$ cat src/rtl/mc_control_seq.sv
// Multicycle control sequencer: steps decoded instructions through IF/ID/EXE/MEM/WB,
// with memory wait states and bus-error timeout, divide stall, exceptions, interrupts and ERET.
module mc_control_seq #(
  parameter int ADDR_HIGH_W  = 22,
  parameter int MEM_WAIT_MAX = 15,
  parameter int DIV_CYCLES   = 32
) (
  input  logic                   clock,
  input  logic                   reset,
  input  logic                   is_jump,
  input  logic                   is_link,
  input  logic                   is_eret,
  input  logic                   is_load,
  input  logic                   is_store,
  input  logic                   is_branch,
  input  logic                   is_div,
  input  logic                   branch_taken,
  input  logic                   ex_reserved,
  input  logic                   ex_syscall,
  input  logic                   ex_break,
  input  logic                   irq,
  input  logic [ADDR_HIGH_W-1:0] addr_high,
  input  logic                   mem_ready,
  output logic [2:0]             Wpc,
  output logic                   Wir,
  output logic                   Waluresult,
  output logic                   mem_req,
  output logic                   io_req,
  output logic                   mem_we,
  output logic                   reg_we,
  output logic                   div_start,
  output logic                   Wepc,
  output logic [4:0]             exc_code,
  output logic [2:0]             state,
  output logic                   busy
);

  localparam int MCW = $clog2(MEM_WAIT_MAX + 1);
  localparam int DCW = $clog2(DIV_CYCLES + 1);
  localparam logic [MCW-1:0] MEM_LAST = MCW'(MEM_WAIT_MAX - 1);
  localparam logic [MCW-1:0] MEM_MAX  = MCW'(MEM_WAIT_MAX);
  localparam logic [DCW-1:0] DIV_LAST = DCW'(DIV_CYCLES - 1);

  localparam logic [2:0] PC_HOLD = 3'b000;
  localparam logic [2:0] PC_INC  = 3'b001;
  localparam logic [2:0] PC_JMP  = 3'b010;
  localparam logic [2:0] PC_BR   = 3'b011;
  localparam logic [2:0] PC_VEC  = 3'b100;
  localparam logic [2:0] PC_EPC  = 3'b101;

  localparam logic [4:0] EXC_IRQ  = 5'd0;
  localparam logic [4:0] EXC_BUS  = 5'd7;
  localparam logic [4:0] EXC_SYS  = 5'd8;
  localparam logic [4:0] EXC_BRK  = 5'd9;
  localparam logic [4:0] EXC_RSVD = 5'd10;

  typedef enum logic [2:0] {
    S_INIT = 3'd0,
    S_IF   = 3'd1,
    S_ID   = 3'd2,
    S_EXE  = 3'd3,
    S_MEM  = 3'd4,
    S_WB   = 3'd5,
    S_DIVW = 3'd6,
    S_EXC  = 3'd7
  } state_e;

  state_e           state_q, state_d;
  logic [MCW-1:0]   mem_cnt_q, mem_cnt_d;
  logic [DCW-1:0]   div_cnt_q, div_cnt_d;
  logic [4:0]       exc_code_q, exc_code_d;

  logic io_space;
  logic mem_timeout;
  logic mem_done;

  assign io_space    = &addr_high;
  assign mem_timeout = (mem_cnt_q == MEM_LAST) && !mem_ready;

  // Handshake: mem_req is held high while in MEM until the cycle mem_ready is
  // sampled high (transfer completes that cycle); on timeout it drops instead.
  always_comb begin
    state_d    = state_q;
    mem_cnt_d  = mem_cnt_q;
    div_cnt_d  = div_cnt_q;
    exc_code_d = exc_code_q;
    Wpc        = PC_HOLD;
    Wir        = 1'b0;
    Waluresult = 1'b0;
    mem_req    = 1'b0;
    io_req     = 1'b0;
    mem_we     = 1'b0;
    reg_we     = 1'b0;
    div_start  = 1'b0;
    Wepc       = 1'b0;
    mem_done   = 1'b0;

    case (state_q)
      S_INIT: state_d = S_IF;

      S_IF: begin
        Wir     = 1'b1;
        Wpc     = PC_INC;
        state_d = S_ID;
      end

      S_ID: begin
        if (ex_reserved || ex_syscall || ex_break) begin
          state_d    = S_EXC;
          exc_code_d = ex_reserved ? EXC_RSVD : (ex_syscall ? EXC_SYS : EXC_BRK);
        end else if (is_eret) begin
          Wpc     = PC_EPC;
          state_d = S_IF;
        end else if (is_jump) begin
          Wpc    = PC_JMP;
          reg_we = is_link;
          if (irq) begin
            state_d    = S_EXC;
            exc_code_d = EXC_IRQ;
          end else begin
            state_d = S_IF;
          end
        end else begin
          state_d = S_EXE;
        end
      end

      S_EXE: begin
        Waluresult = 1'b1;
        if (is_load || is_store) begin
          state_d   = S_MEM;
          mem_cnt_d = '0;
          div_cnt_d = '0;
        end else if (is_branch) begin
          if (branch_taken) Wpc = PC_BR;
          if (irq) begin
            state_d    = S_EXC;
            exc_code_d = EXC_IRQ;
          end else begin
            state_d = S_IF;
          end
        end else if (is_div) begin
          div_start = 1'b1;
          state_d   = S_DIVW;
          mem_cnt_d = '0;
          div_cnt_d = '0;
        end else begin
          state_d = S_WB;
        end
      end

      S_MEM: begin
        if (io_space) begin
          io_req   = 1'b1;
          mem_we   = is_store;
          mem_done = 1'b1;
        end else begin
          mem_req = !mem_timeout;
          mem_we  = is_store && !mem_timeout;
          if (mem_ready) begin
            mem_done = 1'b1;
          end else begin
            if (mem_cnt_q != MEM_MAX) mem_cnt_d = mem_cnt_q + MCW'(1);
            if (mem_timeout) begin
              state_d    = S_EXC;
              exc_code_d = EXC_BUS;
            end
          end
        end
        if (mem_done) begin
          if (is_load) begin
            state_d = S_WB;
          end else if (irq) begin
            state_d    = S_EXC;
            exc_code_d = EXC_IRQ;
          end else begin
            state_d = S_IF;
          end
        end
      end

      S_DIVW: begin
        if (div_cnt_q == DIV_LAST) state_d = S_WB;
        else                       div_cnt_d = div_cnt_q + DCW'(1);
      end

      S_WB: begin
        reg_we = 1'b1;
        if (irq) begin
          state_d    = S_EXC;
          exc_code_d = EXC_IRQ;
        end else begin
          state_d = S_IF;
        end
      end

      S_EXC: begin
        Wepc    = 1'b1;
        Wpc     = PC_VEC;
        state_d = S_IF;
      end

      default: state_d = S_INIT;
    endcase
  end

  always_ff @(posedge clock or posedge reset) begin
    if (reset) begin
      state_q    <= S_INIT;
      mem_cnt_q  <= '0;
      div_cnt_q  <= '0;
      exc_code_q <= '0;
    end else begin
      state_q    <= state_d;
      mem_cnt_q  <= mem_cnt_d;
      div_cnt_q  <= div_cnt_d;
      exc_code_q <= exc_code_d;
    end
  end

  assign exc_code = exc_code_q;
  assign state    = state_q;
  assign busy     = (state_q != S_IF);

endmodule

$ cat config.mk
export PLATFORM = sky130hd
export DESIGN_NAME = mc_control_seq
export DESIGN_NICKNAME = d
export VERILOG_FILES = /design/src/rtl/mc_control_seq.sv
export SDC_FILE = /design/constraint.sdc
export NUM_CORES = 1
export LEC_CHECK = 0
export CAP_MARGIN = 25
export CORE_MARGIN = 1
export CORE_UTILIZATION = 38
export CTS_BUF_LIST = sky130_fd_sc_hd__clkbuf_16
export DETAILED_ROUTE_END_ITERATION = 10
export PLACE_DENSITY_LB_ADDON = 0.2
export SYNTH_ARGS = -nofsm -noshare
export SYNTH_HDL_FRONTEND = slang
export SYNTH_SLANG_ARGS = --single-unit
$ cat constraint.sdc
create_clock -name clock -period 3.3 [get_ports clock]
set_input_delay 0.825 -clock clock [delete_from_list [all_inputs] [get_ports clock]]
set_output_delay 0.825 -clock clock [all_outputs]
set_load 0.01 [all_outputs]
==> flow_metrics.env <==
export IMPL_yosys_warnings=0
export IMPL_dp_cells=301
export IMPL_grt_setup_unrepaired="false"
export IMPL_h_tree_depth=1
export IMPL_grt_use_total_pct=22.1
export IMPL_ys_top_cells_by_area="dfrtp_1 31%, a21oi_1 5.9%, nand2_1 5.2%"
export IMPL_status="complete, no violations"
export IMPL_cts_tree="built"
export IMPL_fmax_ghz=0.312
export IMPL_clk_pin_slew_worst_paths_ns=0.05
export IMPL_gp_congestion=0.923
export IMPL_drc=0
export IMPL_fin_ws_ns=0.0957
export IMPL_dieHeight_um=63.5
export IMPL_leakage_nw=1.05
export IMPL_finalClockSkew_ns=0.00184
export IMPL_relSlewSlack_pct=54.7
export IMPL_yosys_most_used_dff="dfrtp_1"
export IMPL_wire_per_inst_um=13.7
export IMPL_arrival_ns=2.38
export IMPL_grt_pass1_vias=1623
export IMPL_viasPerCell=5.58
export IMPL_syn_inst=183
export IMPL_max_stage_delay_ns=0.53
export IMPL_root_buffer="clkbuf_16"
export IMPL_grt_pass1_wl_um=7180
export IMPL_drt_total_wl_um=4210
export IMPL_fp_dieW_um=63.5
export IMPL_crit_path_top_delay_cell="clkdlybuf4s50_1"
export IMPL_antenna_found_initial=0
export IMPL_dp_hpwl_um=3250
export IMPL_powerDensity_nw_per_um2=624
export IMPL_final_antenna_net_count=0
export IMPL_finalMaxSlewViolations=0
export IMPL_rows=21
export IMPL_critPathKind="input port to output port"
export IMPL_tightest_slew_ns=0.679
export IMPL_io_pins=57
export IMPL_cts_hold_buffers=0
export IMPL_fill_cells=324
export IMPL_initial_utilization_pct=41.5
export IMPL_required_ns=2.47
export IMPL_hp_class="register to register"
export IMPL_cts_sinks=18
export IMPL_ys_seq_area_share_pct=31.3
export IMPL_period_needed_ns=3.20
export IMPL_synthesis_nets=224
export IMPL_nNetsFinal=304
export IMPL_synth_edf_count=0
export IMPL_vias=1712
export IMPL_synth_top_area_share_pct=31.3
export IMPL_cp_max_fo=4
export IMPL_synth_seq_cells=18
export IMPL_drtPass1Iterations=4
export IMPL_cpMostUsedCell="clkdlybuf4s50_1"
export IMPL_n_antenna_cell=0
export IMPL_async_reset_ff_share_pct=100
export IMPL_synth_area_sq_um=1440
export IMPL_ir_drop_v=0.000330
export IMPL_layout_cells_non_filler=307
export IMPL_final_layout_size_suffix_gt1_share_pct=16.9
export IMPL_maxCapViolCount=0
export IMPL_syn_mean_instance_area_sq_um=7.86
export IMPL_die_area_sq_um=4040
export IMPL_portBuffers=56
export IMPL_fin_crit_sh_pct=97.1
export IMPL_drt_iter0_drc=80
export IMPL_core_area_sq_um=3470
export IMPL_area_delta_synth_final_pct=62.4
export IMPL_synth_top_area_cell="dfrtp_1"
export IMPL_tns_ns=0
export IMPL_end_kind="output port"
export IMPL_setup_viol=0
export IMPL_synth_distinct_cells=50
export IMPL_grt_max_degree=19
export IMPL_clockBufferDepth=2
export IMPL_hold_viol=0
export IMPL_finalPower_mw=1.46
export IMPL_cp_start_kind="input port"
export IMPL_dp_slack_ns=-0.249
export IMPL_cts_inserted_buffers=3
export IMPL_crit_path_cell_trace="clkdlybuf4s50_1 > nor3_1 > nand3_1 > nand2_1 > clkdlybuf4s50_1"
export IMPL_clock_latency_ns=0.25
export IMPL_grt_overflow=0
## per-stage QoR
| step | hold WS, ns | utilization [%] | instance area, sq um |
|---|---|---|---|
| final | 0.514 | 67.4 | 2340 |
| after global routing | 0.545 | 67.4 | 2340 |
| after CTS | 0.518 | 66.3 | 2300 |
| after detailed placement | 0.493 | 63.1 | 2190 |
| after global placement | 0.491 | 63.1 | 2190 |
| after floorplan | 0.465 | - | 1440 |
## registers in the layout (all words and copies together) (netlist names)
register,flops
mem_cnt_q,4
state,3
div_cnt_q,6
exc_code,5
## cells in the final DEF (no fill, tap or decap), types with 2 or more instances in the layout
| cell | instances |
|---|---|
| ha_1 | 4 |
| a211oi_1 | 2 |
| buf_4 | 25 |
| a21o_1 | 2 |
| nand2b_1 | 3 |
| nand3_1 | 4 |
| nor2b_1 | 5 |
| nand3b_1 | 2 |
| clkdlybuf4s50_1 | 48 |
| o31a_1 | 2 |
| dlymetal6s2s_1 | 5 |
| a21oi_2 | 2 |
| o21ai_0 | 11 |
| a211o_1 | 2 |
| a21oi_1 | 16 |
| nand4_1 | 9 |
| or4_1 | 2 |
| nor3_1 | 6 |
| inv_1 | 8 |
| o31ai_1 | 3 |
| clkbuf_16 | 3 |
| o22ai_1 | 2 |
| a31oi_1 | 2 |
| nor4_2 | 4 |
| nor4_1 | 4 |
| nand2_1 | 20 |
| and3_1 | 3 |
| dfrtp_1 | 18 |
| nor2_1 | 17 |
## final cells by class
class	instances	area, sq um	area share [%]
Multi-Input combinational cell	151	970	41.5
Timing Repair Buffer	81	754	32.3
Sequential cell	18	450	19.3
Clock buffer	3	75.1	3.21
Tap cell	46	57.6	2.46
Inverter	8	30.0	1.28
## final timing paths
path | start | end | slack [ns] | cells after the start
setup / recovery | is_store | Wpc[0] | 0.1 | 5
hold / removal | div_cnt_q[1]$_DFFE_PP0P_ | div_cnt_q[1]$_DFFE_PP0P_ | 0.51 | 2
setup reg to reg | state[2]$_DFFE_PP0P_ | exc_code[1]$_DFFE_PP0P_ | 1.25 | 6
hold reg to reg | div_cnt_q[1]$_DFFE_PP0P_ | div_cnt_q[1]$_DFFE_PP0P_ | 0.51 | 2
max in group asynchronous | reset | div_cnt_q[3]$_DFFE_PP0P_ | 1.89 | 2
min in group asynchronous | reset | div_cnt_q[0]$_DFFE_PP0P_ | 0.98 | 2
## kinds of logic (layout without fill, tap and decap cells)
group / Yosys count / count (layout) / synth area share, %
mux: 1 / 1 / 0.783
fa+ha+maj: 4 / 4 / 3.48
flops: 18 / 18 / 31.3
xor+xnor: 2 / 2 / 1.22
simple gates: 91 / 91 / 34.9
compound gates: 53 / 53 / 23.9
buf+inv: 14 / 92 / 4.43
## Yosys cell counts, types with 2 or more instances
cell type / n
nand2b_1: 3
nor2_1: 17
a31oi_1: 2
inv_1: 8
nand3b_1: 2
a21o_1: 2
and3_1: 3
clkbuf_1: 2
nor2b_1: 5
o22ai_1: 2
buf_2: 3
a211o_1: 2
dfrtp_1: 18
ha_1: 4
a211oi_1: 2
nand2_1: 20
nor4_1: 8
nor3_1: 7
or4_1: 2
a21oi_1: 17
o31a_1: 2
nand4_1: 9
nand3_1: 4
o21ai_0: 11
o31ai_1: 3
## power by group
group          switching [mW]  internal (mW)  total [mW]  leakage (nW)
Clock                  0.0778          0.159       0.237        0.0370
Sequential             0.0548          0.287       0.342         0.238
Combinational           0.453          0.426       0.879         0.772
## metal layers
metal / vias up / wire [um] / global-route usage [%] / share of wire [%]
met5: - / 0 / 0 / 0
met4: 0 / 21 / 4.26 / 0.50
met3: 5 / 323 / 3.62 / 7.7
met2: 74 / 1970 / 37.1 / 47
met1: 784 / 1900 / 29.6 / 45
li1: 849 / - / - / -
## critical path: cells and delay by family
kind                   cells  cell delay [ns]
AND/OR/NAND/NOR            3             0.53
buffers and inverters      2             1.02
## repair_timing
action / CTS / global route
setup endpoints to repair: 7 / 7
cloned: 0 / 0
setup buffers: 2 / 1
gates resized for setup: 8 / 11
pin swaps: 2 / 2
Note: power is estimated with default switching activity, not from simulation.
==> patch (same settings) <==
Set the parameter `DIV_CYCLES` to 16 (it was 32).
--- a/src/rtl/mc_control_seq.sv
+++ b/src/rtl/mc_control_seq.sv
@@ -4,5 +4,5 @@
   parameter int ADDR_HIGH_W  = 22,
   parameter int MEM_WAIT_MAX = 15,
-  parameter int DIV_CYCLES   = 32
+  parameter int DIV_CYCLES   = 16
 ) (
   input  logic                   clock,
Function: no difference found for any inputs over 10 cycles, from zero or initial values and one cycle with reset high; that may be too few to reach the edited logic, so the function may still have changed.
==> patch against the unedited design <==
Fmax rose by 0.96%; wire length rose by 2.5%; die area rose by 5.5%; sequential cell count fell by 1; total power rose by 6.5%; first-iteration DRC count fell by 6.3%; worst setup slack improved by 0.031 ns; final area rose by 1.2%; critical path depth rose by 1; area after synthesis rose by 5.7%; clock power rose by 5%; critical path type unchanged; largest power group unchanged.
==> patch: results (changes against the unedited design) <==
Critical Path Slowest Stage Cell=clkdlybuf4s50_1; top_reg_cell synth=dfrtp_1; Synth async-reset ratio=100.0% (unchanged); outcome=finished, final reports clean; WL met3=294 µm (-9.0%); CTS Buffer Depth=2 (unchanged); P_seq=0.351 mW (+3%); top cells by area, synth=dfrtp_1 28%, nand4_1 4.9%, ha_1 4.1%; Mapped Avg Cell Area=8.262 µm² (+5.1%); compound-cell area share of the yosys netlist=26.09% (+2.2 points); worst skew pair latency=0.25 ns (about the same); Root Buffer=clkbuf_16; Yosys Warn Count=0 (unchanged); fraction of layout instances using a drive strength above 1=17.37% (+0.52 points); Final Non-Filler Cells=307 (unchanged); Top Family by Delay on Critical Path=buffers and inverters; Comb power=0.953 mW (+8.4%); post-DR wirelength/cell=14.06 µm (+2.5%); area of placed instances=2250 µm² (+2.8%); met2 wire length=2063 µm (+4.8%); grt met1 use=26.91% (-2.7 points); clk slew on worst S/H paths=0.05 ns (about the same); crit-path max cell delay=0.49 ns (-0.04 ns); highest metal used=met4; DP Worst Slack=-0.1701 ns (+0.07863 ns); post-synth net total=226 (+0.89%); Setup Buffers After CTS=2 (unchanged); Int Pwr=0.8808 mW (+0.95%); adder-cell share of the synthesized area=4.115% (+0.64 points); # nets final=302 (-0.66%); largest net degree at the start of global routing=18 (-1); first-pass GRT wire length=7286 µm (+1.5%); Clk. pwr=0.249 mW (+5%); synth unique cells=57 (+14%); final RePlAce weighted congestion=0.8595 (-6.9%); synth cell count leaders=17 x dfrtp_1, 16 x nand2_1, 12 x nand4_1, 12 x nor2_1, 11 x inv_1; Seq/Total Area, Yosys=27.98% (-3.3 points); leakage power=1.076 nW (+2.7%); Max FO, Critical Path=2 (-2); Global Route Usage Sum=21.87% (-0.22 points); Synth Area in XOR/XNOR=1.728% (+0.51 points); port buffer count=56 (unchanged); initial DRC count=75 (-6.3%); peak supply drop=0.2696 mV (-18%); number of inserted diodes=0 (unchanged); WL met1=1911 µm (+0.79%); CTS Buf Count=3 (unchanged); Max-slew headroom=56.31% (+1.6 points); met3 usage=4.688% (+1.1 points); met2 Resource Use GR=38.02% (+0.91 points); DP HPWL=3331 µm (+2.5%); mux contribution to synthesized area=0% (-0.78 points); Worst Setup Slack, final=0.1263 ns (+0.03062 ns); DR vias=1697 (-0.88%); Final Skew=0.003775 ns (+0.001939 ns)
[patch: changes by cell type in the layout (fill, tap and decap cells not counted), moves of 3 or more]
cell,before,now
a21oi_1,16,9
dlygate4sd2_1,1,5
dlymetal6s2s_1,5,2
inv_1,8,11
nand2_1,20,16
nand4_1,9,12
nor2_1,17,12
nor4_1,4,1
nor4_2,4,1
o21ai_0,11,8
[patch: final cells by class]
type	instances	area, µm²
Timing Repair Buffer	79	732.0
Clock inverter	1	5.005
Tap cell	48	60.06
Sequential cell	17	425.4
Inverter	11	41.29
Clock buffer	3	75.07
Multi-Input combinational cell	148	1027
Fill cell	357	1378
[patch: final timing paths]
kind                                from           end  slack [ns]  cells after the start
max in group asynchronous          reset   exc_code[1]        1.92                      2
min                         div_cnt_q[4]  div_cnt_q[4]        0.48                      2
min reg2reg                 div_cnt_q[4]  div_cnt_q[4]        0.48                      2
max reg2reg                     state[0]   exc_code[1]        1.12                      7
max                        addr_high[14]        mem_we        0.13                      6
min in group asynchronous          reset  mem_cnt_q[2]        0.96                      2
